**src/rtl/fxp_mult_pipe.sv**
```systemverilog
// fxp_mult_pipe: pipelined signed fixed-point multiplier with round/truncate, overflow flags and optional saturation (SPGD_MULT_SAT_EN)
module fxp_mult_pipe #(
    parameter int DATA_WIDTH = 32,
    parameter int INT_WIDTH  = 16,
    parameter int OUT_INT    = 16,
    parameter int OUT_FRAC   = 16,
    parameter int BIT_SHIFT  = 0,
    parameter int LATENCY    = 3
) (
    input  logic                               clk,
    input  logic                               rst,
    input  logic                               in_valid,
    output logic                               in_ready,
    input  logic signed [DATA_WIDTH-1:0]       a,
    input  logic signed [DATA_WIDTH-1:0]       b,
    input  logic                               round_en,
    output logic                               out_valid,
    input  logic                               out_ready,
    output logic signed [OUT_INT+OUT_FRAC-1:0] p,
    output logic                               ovf,
    output logic                               ovf_sticky,
    input  logic                               ovf_clr
);
    localparam int FRAC = DATA_WIDTH - INT_WIDTH;
    localparam int OW   = OUT_INT + OUT_FRAC;
    localparam int PW   = 2 * DATA_WIDTH;
    localparam int L    = 2 * FRAC - OUT_FRAC + BIT_SHIFT;
    localparam int EW   = ((PW + 1 > L + OW) ? PW + 1 : L + OW) + 1;
    localparam int NM   = LATENCY - 1;
    localparam logic signed [EW-1:0] RC = (L >= 1) ? (EW'(1) << (L - 1)) : '0;

    if (L < 0) begin : g_bad_lsb
        $error("fxp_mult_pipe: result LSB index is negative");
    end
    if (LATENCY < 2 || LATENCY > 8) begin : g_bad_latency
        $error("fxp_mult_pipe: LATENCY must be in 2..8");
    end

    logic                         ce;
    logic                         v1_q, v1_d, r1_q, r1_d;
    logic signed [DATA_WIDTH-1:0] a1_q, a1_d, b1_q, b1_d;
    logic signed [PW-1:0]         prod_q [NM];
    logic signed [PW-1:0]         prod_d [NM];
    logic                         vm_q [NM];
    logic                         vm_d [NM];
    logic                         rm_q [NM];
    logic                         rm_d [NM];
    logic signed [PW-1:0]         mul;
    logic signed [EW-1:0]         rnd, shf;
    logic [EW-OW:0]               upper;
    logic                         ovf_c;
    logic signed [OW-1:0]         p_c, p_d, p_q;
    logic                         ovf_d, ovf_q, out_valid_d, out_valid_q, sticky_d, sticky_q;

    always_comb begin
        ce = !out_valid_q || out_ready;
        v1_d = ce ? in_valid : v1_q;
        a1_d = ce ? a : a1_q;
        b1_d = ce ? b : b1_q;
        r1_d = ce ? round_en : r1_q;
        mul = PW'(a1_q) * PW'(b1_q);
        prod_d[0] = ce ? mul : prod_q[0];
        vm_d[0] = ce ? v1_q : vm_q[0];
        rm_d[0] = ce ? r1_q : rm_q[0];
        for (int i = 1; i < NM; i++) begin
            prod_d[i] = ce ? prod_q[i-1] : prod_q[i];
            vm_d[i] = ce ? vm_q[i-1] : vm_q[i];
            rm_d[i] = ce ? rm_q[i-1] : rm_q[i];
        end
        // headroom above the result keeps the rounding carry visible to the overflow check
        rnd = EW'(prod_q[NM-1]) + (rm_q[NM-1] ? RC : '0);
        shf = rnd >>> L;
        upper = shf[EW-1:OW-1];
        ovf_c = !((&upper) || !(|upper));
`ifdef SPGD_MULT_SAT_EN
        p_c = ovf_c ? (prod_q[NM-1][PW-1] ? {1'b1, {(OW-1){1'b0}}} : {1'b0, {(OW-1){1'b1}}}) : shf[OW-1:0];
`else
        p_c = shf[OW-1:0];
`endif
        out_valid_d = ce ? vm_q[NM-1] : out_valid_q;
        p_d = ce ? p_c : p_q;
        ovf_d = ce ? ovf_c : ovf_q;
        sticky_d = ovf_clr ? 1'b0 : (out_valid_q && out_ready && ovf_q) ? 1'b1 : sticky_q;
    end

    always_ff @(posedge clk) begin
        if (rst) begin
            v1_q <= 1'b0;
            for (int i = 0; i < NM; i++) vm_q[i] <= 1'b0;
            out_valid_q <= 1'b0;
            p_q <= '0;
            ovf_q <= 1'b0;
            sticky_q <= 1'b0;
        end else begin
            v1_q <= v1_d;
            for (int i = 0; i < NM; i++) vm_q[i] <= vm_d[i];
            out_valid_q <= out_valid_d;
            p_q <= p_d;
            ovf_q <= ovf_d;
            sticky_q <= sticky_d;
        end
    end

    always_ff @(posedge clk) begin
        a1_q <= a1_d;
        b1_q <= b1_d;
        r1_q <= r1_d;
        for (int i = 0; i < NM; i++) begin
            prod_q[i] <= prod_d[i];
            rm_q[i] <= rm_d[i];
        end
    end

    assign in_ready   = ce;
    assign out_valid  = out_valid_q;
    assign p          = p_q;
    assign ovf        = ovf_q;
    assign ovf_sticky = sticky_q;
endmodule

```
**config.mk**
```make
export PLATFORM = sky130hd
export DESIGN_NAME = fxp_mult_pipe
export DESIGN_NICKNAME = d
export VERILOG_FILES = /design/src/rtl/fxp_mult_pipe.sv
export SDC_FILE = /design/constraint.sdc
export NUM_CORES = 2
export LEC_CHECK = 0
export CORE_ASPECT_RATIO = 1.4
export CORE_MARGIN = 8
export CORE_UTILIZATION = 60
export CTS_CLUSTER_DIAMETER = 60
export CTS_CLUSTER_SIZE = 28
export DETAILED_ROUTE_END_ITERATION = 10
export GPL_TIMING_DRIVEN = 0
export PLACE_DENSITY = 0.78
export REMOVE_ABC_BUFFERS = 1
export SYNTH_ARGS = -nofsm -noshare
export SYNTH_HDL_FRONTEND = slang
export SYNTH_SLANG_ARGS = --single-unit
```
**constraint.sdc**
```tcl
create_clock -name clk -period 20.7 [get_ports clk]
set_input_delay 4.14 -clock clk [delete_from_list [all_inputs] [get_ports clk]]
set_output_delay 4.14 -clock clk [all_outputs]
set_load 0.005 [all_outputs]
```
# After elaboration in Yosys (flattened, before gate mapping)
# Memories as Yosys holds them, arrays and structs flattened.
# Cells that the tools add are included.
[word_totals]
in_bits = 70
out_inout_bits = 36
reg_bits = 101
memories = 3
word_cells = 37
ramBits = 132
[classes]
n_bitwise = 2
mux = 12
n_addsub = 1
n_reduce_logical = 10
mul = 1
[mem_list]
columns = ["memory", "depth", "width", "rd", "rd_clocked_by_memory_dff", "write_ports", "line", "source"]
rows = [
  ["prod_q", 2, 64, 2, 0, 2, "42", "logic signed [PW-1:0] prod_q [NM];"],
  ["rm_q", 2, 1, 2, 0, 2, "46", "logic rm_q [NM];"],
  ["vm_q", 2, 1, 2, 0, 2, "44", "logic vm_q [NM];"],
]
[op_table]
columns = ["operator", "count"]
rows = [
  ["$mux W64", 2],
  ["$add A64 B17 Y65", 1],
  ["$mul A32 B32 Y64", 1],
  ["$reduce_and A19 Y1", 1],
  ["$reduce_or A19 Y1", 1],
  ["$mux W16", 1],
  ["$mux W1", 9],
  ["$logic_not A1 Y1", 3],
  ["$logic_and A1 B1 Y1", 2],
  ["$logic_or A1 B1 Y1", 2],
  ["$or A1 B1 Y1", 2],
  ["$reduce_or A2 Y1", 1],
]

# Longest topological paths before layout
[logic_depth]
ltp_word = 6
mapped_depth = 28
mapped_depth_nobuf = 26

# Least setup slack after synthesis
# Ideal clock, no wire load.
[synth_timing]
path_kind = "input port to output port"
startpoint = "input out_ready"
endpoint = "output in_ready"
t_arrival_ns = 9.410
required_time_ns = 16.560
path_slack_ns = 7.150
path_stages = 5
n_path_buf = 3
path_cell_list = "nor2b_1 > clkbuf_1 > clkinv_1 > clkbuf_1 > buf_1"
[synth_via]
elab_chain_cells = 1
[synth_lines]
columns = ["item", "line", "source"]
rows = [
  ["start: declaration", "18", "input logic out_ready,"],
  ["$logic_or A1 B1 Y1", "56", "ce = !out_valid_q || out_ready;"],
  ["end: declaration", "13", "output logic in_ready,"],
]
# No other way between the ends.

# Worst setup path after layout
# Same ends and word-level chain as after synthesis.

==> run metrics <==
Synth Area in XOR/XNOR 0.0204; worst skew pair latency 0.61 ns; Setup WS post-layout 10.23 ns; Setup crit start kind input pin; # H-tree levels 1; Fin. Hold Viols 0; slew at the pin with the worst max-slew slack 1.48 ns; type of the tightest min-delay check reg -> reg; synth warn 0; Setup crit end kind output port; clock buffer count from CTS 21; WL met3 6210 um; Finished Cell Area 46000 um2; Max clock buf depth 3; Area growth syn-to-layout 7.16%; n_diodes 0; unrepaired setup endpoints after global routing false; library cells used by synthesis 65; largest net degree at the start of global routing 104; grt ovf 0; global-route wire length before repair 173000 um; MaxCap Viol Count 0; outcome completed; die footprint 80400 um2; WP data arrival 6.33 ns; port buffer count 105; Cell Area, Synth 42900 um2; Hold Path Origin rm_q[0][0]; hpwl dp 83300 um; R2R Path Start a1_q[31]; Residual DRC 0; sequential fraction of the synthesis area 0.133; clock slew seen by the registers of the worst setup and hold paths 0.10 ns; Fin Hold WS 0.418 ns; routability congestion estimate 0.926; FF/Latch Area 5720 um2; Final Cycle Share 0.506; final setup violation count 0; clk sinks 203; largest family of logic cells by synthesized area adder cells; synthesized instance count 4250; DR vias/cell 5.68; number of fill cells in the layout 5605; number of global-route vias before repair 33.8k; fin nets 5526; die height 332 um; Setup Buffers After CTS 0; CTS resizes 0; Synth Area in Compound Gates 0.0343; Post-Place Worst Slack 10.21 ns; share of layout cells above drive strength 1 0.0200; Adder-Cell Fraction of Synth Area 0.557; initial core utilization 0.603; post-synthesis mux area share 0; Synth Flop Type edfxtp_1; flops & latches, synth 203; async set or reset register ratio after synthesis 0; Tot GR Track Use 0.273; CP max FO 57; crit path time final 10.47 ns; Slew headroom 0.0118; Max Fclk 95.5 MHz; DRT met1 WL 34500 um; area of the multi-input gates 32700 um2; number of flops mapped to enable cells by yosys 165; die width 242 um; CTS tree done; post-synthesis simple-gate area fraction 0.150; most common cell after layout, fill and taps aside fa_1; final wirelength 106000 um; Area after DPL 44600 um2; post-route ant nets 0; Root Buffer clkbuf_16; CTS Hold Bufs 0; DR vias 29.3k; 1st-iter DRT viols 1660; Slew Limit Fails 0; num rows 116; Post-Syn Area per Cell 10.1 um2; most frequent cells in the layout fa_1, inv_1, nand2_1; I/O Pins 106; Setup Crit Path Kind in -> out; final clock skew 0.0570 ns; Core Footprint 71100 um2; routed wire length on met2 57400 um; worst path required time 16.56 ns; Avg WL per Cell 20.6 um; Top Layer Used met4; worst setup path startpoint out_ready; r2r setup slk 10.44 ns; initial antenna violation count 0; Setup TNS Final 0 ns; First-pass DRT Iterations 6
==> cell families after synthesis <==
| family | after synthesis |
|---|---|
| buf+inv | 1191 |
| xor+xnor | 100 |
| simple gates | 1270 |
| compound gates | 224 |
| flops | 203 |
| fa+ha+maj | 1262 |
==> final timing paths <==
path / endpoint / depth (start not counted)
worst max register to register: prod_q[0][62] / 24
worst max-delay path: in_ready / 4
worst min register to register: rm_q[0][1] / 0
worst min-delay path: rm_q[0][1] / 0
==> synthesized netlist by cell type (all sizes together), types with 8 or more instances <==
cell	n	area (um2)
and4	12	113
a21o	29	218
nand2b	10	62.6
nand3	21	110
nand2	532	2000
and2	519	3250
buf	8	38.8
nor3	18	95.1
edfxtp	165	4950
nand4	23	159
xnor2	63	552
a31oi	16	100
and3	17	106
a211oi	32	240
dfxtp	38	761
clkbuf	204	766
xor2	37	324
o21ai	40	200
nor2	88	345
nor4	9	62.6
or3	9	56.3
ha	181	2260
fa	1081	21600
inv	977	3670
a21oi	57	285
==> stage by stage <==
step            util  std cells
2_1_floorplan      -       4038
3_3_place_gp   0.623       5087
4_1_cts        0.639       5135
5_1_grt        0.646       5153
6_report       0.646       5153
3_5_place_dp   0.627       5097
==> cell type report <==
| type | instances | area share |
|---|---|---|
| Inverter | 979 | 0.0801 |
| Clock buffer | 23 | 0.0118 |
| Multi-Input combinational cell | 2856 | 0.711 |
| Sequential cell | 203 | 0.124 |
| Tap cell | 944 | 0.0257 |
| Clock inverter | 15 | 0.00713 |
| Timing Repair Buffer | 133 | 0.0395 |
==> per-layer routing <==
metal / global-route usage / vias to the layer above
met5: 0 / -
met1: 0.285 / 15262
met2: 0.509 / 1186
li1: - / 12374
met3: 0.0365 / 445
met4: 0.176 / 0
==> critical path, cell delays in order <==
cell	delay (ns)
clkdlybuf4s50_1	0.42
nor2b_1	0.57
clkinv_4	0.58
clkdlybuf4s50_1	0.60
==> registers in the layout, summed over array words and instances, names as in the netlist <==
name,count
prod_q,98
ovf,1
out_valid,1
a1_q,32
vm_q,2
r1_q,1
b1_q,32
v1_q,1
p,32
rm_q,2
ovf_sticky,1
Power is left out: the tool's default activity adds up to more than one toggle a clock period on the data nets, which glitch-free logic cannot reach.
